## src/rtl/alu_pkg.sv

```systemverilog
// Shared encodings for the pipelined ALU: opcodes, branch conditions and FSM states.
package alu_pkg;

  localparam logic [3:0] OP_AND = 4'b0000;
  localparam logic [3:0] OP_OR  = 4'b0001;
  localparam logic [3:0] OP_ADD = 4'b0010;
  localparam logic [3:0] OP_MUL = 4'b0011;
  localparam logic [3:0] OP_SUB = 4'b0110;
  localparam logic [3:0] OP_SLT = 4'b0111;
  localparam logic [3:0] OP_SLL = 4'b1000;
  localparam logic [3:0] OP_SRL = 4'b1001;
  localparam logic [3:0] OP_SRA = 4'b1010;
  localparam logic [3:0] OP_NOR = 4'b1100;

  localparam logic [2:0] BR_BEQ  = 3'b000;
  localparam logic [2:0] BR_BNE  = 3'b001;
  localparam logic [2:0] BR_BLT  = 3'b100;
  localparam logic [2:0] BR_BGE  = 3'b101;
  localparam logic [2:0] BR_BLTU = 3'b110;
  localparam logic [2:0] BR_BGEU = 3'b111;

  typedef enum logic [1:0] {
    IDLE     = 2'd0,
    MUL_BUSY = 2'd1,
    DONE     = 2'd2
  } state_e;

endpackage

```

## src/rtl/alu_mul_iter.sv

```systemverilog
// Iterative shift-and-add multiplier retiring MUL_BITS multiplier bits per cycle.
module alu_mul_iter #(
  parameter int unsigned WIDTH    = 64,
  parameter int unsigned MUL_BITS = 4
) (
  input  logic             clk,
  input  logic             reset_n,
  input  logic             start,
  input  logic [WIDTH-1:0] a,
  input  logic [WIDTH-1:0] b,
  output logic             done,
  output logic [WIDTH-1:0] product
);

  localparam int unsigned STEPS = WIDTH / MUL_BITS;
  localparam int unsigned CW    = $clog2(STEPS + 1);

  logic [WIDTH-1:0] acc_q, acc_d;
  logic [WIDTH-1:0] mcand_q, mcand_d;
  logic [WIDTH-1:0] mplier_q, mplier_d;
  logic [CW-1:0]    cnt_q, cnt_d;

  always_comb begin
    acc_d    = acc_q;
    mcand_d  = mcand_q;
    mplier_d = mplier_q;
    cnt_d    = cnt_q;
    if (start) begin
      acc_d    = '0;
      mcand_d  = a;
      mplier_d = b;
      cnt_d    = CW'(STEPS);
    end else if (cnt_q != '0) begin
      // Only the low WIDTH bits of the product are kept, so truncation is harmless.
      acc_d    = acc_q + mcand_q * WIDTH'(mplier_q[MUL_BITS-1:0]);
      mcand_d  = mcand_q << MUL_BITS;
      mplier_d = mplier_q >> MUL_BITS;
      cnt_d    = cnt_q - CW'(1);
    end
  end

  always_ff @(posedge clk or negedge reset_n) begin
    if (!reset_n) begin
      acc_q    <= '0;
      mcand_q  <= '0;
      mplier_q <= '0;
      cnt_q    <= '0;
    end else begin
      acc_q    <= acc_d;
      mcand_q  <= mcand_d;
      mplier_q <= mplier_d;
      cnt_q    <= cnt_d;
    end
  end

  assign done    = (cnt_q == '0);
  assign product = acc_q;

endmodule

```

## src/rtl/alu_pipe_param.sv

```systemverilog
// Handshaked ALU with registered result, branch compare and an iterative multiplier.
module alu_pipe_param
  import alu_pkg::*;
#(
  parameter int unsigned WIDTH    = 64,
  parameter int unsigned MUL_BITS = 4
) (
  input  logic             clk,
  input  logic             reset_n,
  input  logic             in_valid,
  output logic             in_ready,
  input  logic [WIDTH-1:0] a,
  input  logic [WIDTH-1:0] b,
  input  logic [3:0]       ALUOp,
  input  logic [2:0]       funct3,
  output logic             out_valid,
  input  logic             out_ready,
  output logic [WIDTH-1:0] Result,
  output logic             ZERO,
  output logic             branch_taken
);

  localparam int unsigned SHW = $clog2(WIDTH);

  if (WIDTH < 8 || (WIDTH & (WIDTH - 1)) != 0 || (WIDTH % MUL_BITS) != 0) begin : g_param_check
    $error("alu_pipe_param: WIDTH must be a power of two >= 8 and divisible by MUL_BITS");
  end

  state_e           state_q, state_d;
  logic [WIDTH-1:0] result_q, result_d;
  logic             zero_q, zero_d;
  logic             br_q, br_d;

  logic             accept;
  logic             mul_start;
  logic             mul_done;
  logic [WIDTH-1:0] mul_product;
  logic [WIDTH-1:0] alu_res;
  logic             br_res;
  logic [SHW-1:0]   shamt;

  assign in_ready = (state_q == IDLE) || (state_q == DONE && out_ready);
  assign accept   = in_valid && in_ready;
  assign shamt    = b[SHW-1:0];

  always_comb begin
    alu_res = '0;
    case (ALUOp)
      OP_AND:  alu_res = a & b;
      OP_OR:   alu_res = a | b;
      OP_ADD:  alu_res = a + b;
      OP_SUB:  alu_res = a - b;
      OP_NOR:  alu_res = ~(a | b);
      OP_SLL:  alu_res = a << shamt;
      OP_SRL:  alu_res = a >> shamt;
      OP_SRA:  alu_res = $signed(a) >>> shamt;
      OP_SLT:  alu_res = {{(WIDTH-1){1'b0}}, ($signed(a) < $signed(b))};
      default: alu_res = '0;
    endcase
  end

  always_comb begin
    br_res = 1'b0;
    case (funct3)
      BR_BEQ:  br_res = (a == b);
      BR_BNE:  br_res = (a != b);
      BR_BLT:  br_res = ($signed(a) <  $signed(b));
      BR_BGE:  br_res = ($signed(a) >= $signed(b));
      BR_BLTU: br_res = (a <  b);
      BR_BGEU: br_res = (a >= b);
      default: br_res = 1'b0;
    endcase
  end

  // accept can only be true in IDLE or in DONE with out_ready, so one branch covers both.
  always_comb begin
    state_d   = state_q;
    result_d  = result_q;
    zero_d    = zero_q;
    br_d      = br_q;
    mul_start = 1'b0;
    if (state_q == MUL_BUSY) begin
      if (mul_done) begin
        result_d = mul_product;
        zero_d   = (mul_product == '0);
        state_d  = DONE;
      end
    end else if (accept) begin
      br_d = br_res;
      if (ALUOp == OP_MUL) begin
        mul_start = 1'b1;
        state_d   = MUL_BUSY;
      end else begin
        result_d = alu_res;
        zero_d   = (alu_res == '0);
        state_d  = DONE;
      end
    end else if (state_q == DONE && out_ready) begin
      state_d = IDLE;
    end
  end

  always_ff @(posedge clk or negedge reset_n) begin
    if (!reset_n) begin
      state_q  <= IDLE;
      result_q <= '0;
      zero_q   <= 1'b0;
      br_q     <= 1'b0;
    end else begin
      state_q  <= state_d;
      result_q <= result_d;
      zero_q   <= zero_d;
      br_q     <= br_d;
    end
  end

  alu_mul_iter #(
    .WIDTH    (WIDTH),
    .MUL_BITS (MUL_BITS)
  ) u_mul (
    .clk     (clk),
    .reset_n (reset_n),
    .start   (mul_start),
    .a       (a),
    .b       (b),
    .done    (mul_done),
    .product (mul_product)
  );

  assign out_valid    = (state_q == DONE);
  assign Result       = result_q;
  assign ZERO         = zero_q;
  assign branch_taken = br_q;

endmodule

```

## config.mk

```make
export PLATFORM = sky130hd
export DESIGN_NAME = alu_pipe_param
export DESIGN_NICKNAME = d
export VERILOG_FILES = /design/src/rtl/alu_pkg.sv /design/src/rtl/alu_mul_iter.sv /design/src/rtl/alu_pipe_param.sv
export SDC_FILE = /design/constraint.sdc
export NUM_CORES = 2
export LEC_CHECK = 0
export BUFFER_PORTS_ARGS = -buffer_cell sky130_fd_sc_hd__buf_2
export CAP_MARGIN = 20
export CORE_ASPECT_RATIO = 1.2
export CORE_MARGIN = 5
export CORE_UTILIZATION = 45
export CTS_BUF_LIST = sky130_fd_sc_hd__clkbuf_4
export CTS_CLUSTER_SIZE = 20
export DETAILED_ROUTE_END_ITERATION = 10
export PLACE_DENSITY = 0.66
export SLEW_MARGIN = 15
export SYNTH_ARGS = -nofsm -noshare
export SYNTH_HDL_FRONTEND = slang
export SYNTH_SLANG_ARGS = --single-unit
```

## constraint.sdc

```tcl
create_clock -name clk -period 13.6 [get_ports clk]
set_clock_uncertainty 0.05 [all_clocks]
set_input_delay 2.72 -clock clk [delete_from_list [all_inputs] [get_ports clk]]
set_output_delay 2.72 -clock clk [all_outputs]
set_load 0.02 [all_outputs]
```

==> results.sh <==
export IMPL_firstDrtPassIters=9
export IMPL_start_util_pct=45.10
export IMPL_yosysSeqAreaShare_pct=15.24
export IMPL_grt_overflow=0
export IMPL_core_um2=96500
export IMPL_vias=48587
export IMPL_track_usage_pct=44.81
export IMPL_routed_via_density=6.850
export IMPL_critPathLaunchType="primary input"
export IMPL_drc=0
export IMPL_die_area_um2=103100
export IMPL_synth_edff_count=0
export IMPL_synth_warnings=0
export IMPL_die_height_um=350.7
export IMPL_hold_path_depth=2
export IMPL_avgSynthCellArea_um2=7.499
export IMPL_critPathCaptureType="flip-flop"
export IMPL_synth_ff_type="dfrtp_1"
export IMPL_r2r_start="u_mul.mplier_q[1]"
export IMPL_wl_um=238800
export IMPL_syn_area_um2=43530
export IMPL_die_x_um=293.9
export IMPL_grt_antenna_before_repair=25
export IMPL_io_buffers=206
export IMPL_place_congestion=1.079
export IMPL_syn_num_nets=6409
export IMPL_nets=6363
export IMPL_clock_sinks=265
export IMPL_path_max_fanout=59
export IMPL_powerDensity_nw_per_um2=121.9
export IMPL_slew_headroom_pct=16.84
export IMPL_clkLatencyLatePin_ns=0.96
export IMPL_drive_gt1_share_pct=11.90
export IMPL_hold_path_class="reg -> reg"
export IMPL_areaGrowthSynthToFinish_pct=6.341
export IMPL_fmax_ghz=0.1113
export IMPL_finalMaxSlewViolations=0
export IMPL_cts_tree="done"
export IMPL_finalSetupViolCount=0
export IMPL_path_clk_slew_ns=0.07
export IMPL_grt_max_degree=123
export IMPL_peakVddDrop_mv=0.1566
export IMPL_grt_util_met1_pct=56.06
export IMPL_clock_root_buffer="clkbuf_4"
export IMPL_met3_usage_pct=12.52
export IMPL_netlist_instances=5804
export IMPL_worstReg2RegEnd="u_mul.product[62]"
export IMPL_grt_busiest_layer="met2"
export IMPL_pin_count=207
export IMPL_r2r_cells=22
export IMPL_r2r_slack_ns=6.25
export IMPL_grt_pass1_wl_um=338300
export IMPL_power_mw=5.640
export IMPL_async_flop_share_pct=100.0
export IMPL_htreeDepth=3
export IMPL_p_leak_nw=20.93
export IMPL_hold_violations=0
export IMPL_status="finished, final reports clean"
export IMPL_first_iter_violations=6968
export IMPL_crit_required_ns=14.34
export IMPL_holdPathEnd="Result[55]"
export IMPL_route_antenna_remaining_nets=0
export IMPL_rsz0062_at_grt="false"
export IMPL_cts_buffers=75
export IMPL_period_share_pct=66.05
export IMPL_synthDistinctLibCells=105
export IMPL_grt_pass1_vias=46196
export IMPL_holdCritStartpoint="Result[55]"
export IMPL_rows=125
export IMPL_globalRouteMet2Util_pct=67.19
export IMPL_arrival_ns=9.72
export IMPL_synth_seq_cells=265
export IMPL_worstMarginPinSlew_ns=1.239
export IMPL_cts_resized_gates=0
export IMPL_wl_per_cell_um=33.66
export IMPL_ctsLongestPathBuffers=3
export IMPL_tns_ns=0
export IMPL_postCtsSetupRepairBufs=0
export IMPL_maxCapViolations=0
export IMPL_cts_hold_buffers_added=0
export IMPL_crit_type="in -> reg"
export IMPL_period_needed_ns=8.983
export IMPL_hpwl_um=184800
==> layer usage <==
metal  wire, µm  vias to the layer above  part of all wire [%]
li1           -                    20650                     -
met1      88630                    23726                    37
met2     102400                     3330                    43
met3      26880                      863                    11
met4      20690                       18                   8.7
met5        113                        -                 0.047
==> synth_stat cells (38+ instances only) <==
| library cell | instances | area (µm²) |
|---|---|---|
| a221oi_1 | 47 | 411.6 |
| clkbuf_1 | 330 | 1239 |
| nor4_1 | 68 | 425.4 |
| a21o_1 | 81 | 608.1 |
| a211oi_1 | 75 | 563.0 |
| nand2_1 | 879 | 3299 |
| o31ai_1 | 38 | 285.3 |
| nor3_1 | 108 | 540.5 |
| dfrtp_1 | 265 | 6631 |
| o22ai_1 | 45 | 281.5 |
| mux2_2 | 59 | 664.4 |
| xnor2_1 | 54 | 473.0 |
| a31oi_1 | 164 | 1026 |
| nand3_1 | 112 | 560.5 |
| o21bai_1 | 43 | 322.8 |
| nor2_1 | 561 | 2106 |
| mux4_2 | 109 | 2455 |
| ha_1 | 282 | 3528 |
| and2_1 | 171 | 1070 |
| nand4_1 | 58 | 362.9 |
| inv_1 | 434 | 1629 |
| mux2i_1 | 129 | 1291 |
| nor2b_1 | 45 | 281.5 |
| fa_1 | 184 | 3684 |
| buf_1 | 52 | 195.2 |
| o21ai_0 | 328 | 1642 |
| a21oi_1 | 398 | 1992 |
| o211ai_1 | 66 | 495.5 |
==> cells by family (layout without fill, tap and decap cells) <==
kind of cell | count (synthesis) | after routing | synth area share (%)
other | 0 | 14 | 0
xor gates and xnor gates | 68 | 68 | 1.368
and+or+nand+nor | 2196 | 2196 | 23.12
DFF | 265 | 265 | 15.24
buffers and inverters | 876 | 881 | 8.181
muxes | 317 | 317 | 11.21
adders and majority gates | 466 | 466 | 16.57
AOI/OAI and AO/OA | 1616 | 1616 | 24.32
==> worst max-delay path by stage <==
| stage | startpoint | endpoint | slack [ns] | depth (start not counted) |
|---|---|---|---|---|
| finish | b[0] | ZERO | 4.62 | 17 |
| global route | b[2] | ZERO | 4.18 | 18 |
| CTS | b[2] | ZERO | 4.87 | 18 |
| detailed placement | b[2] | ZERO | 3.92 | 16 |
| global placement | b[2] | ZERO | 4.03 | 18 |
| floorplan | b[3] | ZERO | 5.19 | 23 |
==> where the power goes <==
| part | total (mW) | internal, mW | switching (mW) |
|---|---|---|---|
| logic | 3.41 | 1.14 | 2.27 |
| registers | 1.45 | 1.08 | 0.371 |
| clock network | 0.782 | 0.380 | 0.403 |
| total | 5.64 | 2.60 | 3.04 |
==> worst max-delay path: stages <==
cell and delay [ns]:
buf_4 0.38, buf_4 0.54, buf_4 0.66, mux2_2 0.44
a22o_1 0.25, nor2_1 0.35, o22ai_1 0.19, o21ai_0 0.64
o211ai_1 0.28, a2111oi_0 0.57, nand4_1 0.21, nor4_1 0.75
nand4_1 0.37, nor4_2 0.37, nand4_1 0.16, or4_1 0.56
o31ai_2 0.18
==> state kept, by name, summed over array words and instances (netlist names) <==
signal	cells
Result	64
u_mul.mcand_q	64
u_mul.mplier_q	64
u_mul.product	64
u_mul.cnt_q	5
state_q	2
ZERO	1
branch_taken	1
==> cells in the final DEF (no fill, tap or decap), types with 127 or more instances in the layout <==
cell type	count
ha_1	282
a31oi_1	164
fa_1	184
buf_2	202
and2_1	171
mux2i_1	127
o21ai_0	327
nor2_1	556
inv_1	434
nand2_1	879
dfrtp_1	262
a21oi_1	397
==> final cells by class <==
class	instances	area [µm²]
clock inverter	29	187.7
sequential	265	6635
timing repair buffer	316	1936
multi-input combinational	4663	33520
antenna	14	35.03
inverter	437	1643
tap	1270	1589
clock buffer	99	743.2
fill	9702	50210
==> through the flow <==
step	instance area [µm²]	util (%)	hold WS [ns]	setup slack [ns]	instances
after floorplan	43530	-	0.4187	5.188	5804
after global placement	45220	46.86	0.4089	4.033	6945
after detailed placement	45230	46.88	0.4155	3.920	6947
after CTS	46170	47.84	0.4320	4.871	7075
after global routing	46260	47.94	0.4596	4.176	7084
final	46290	47.97	0.4263	4.617	7093
Power figures use the tool's default switching activity.
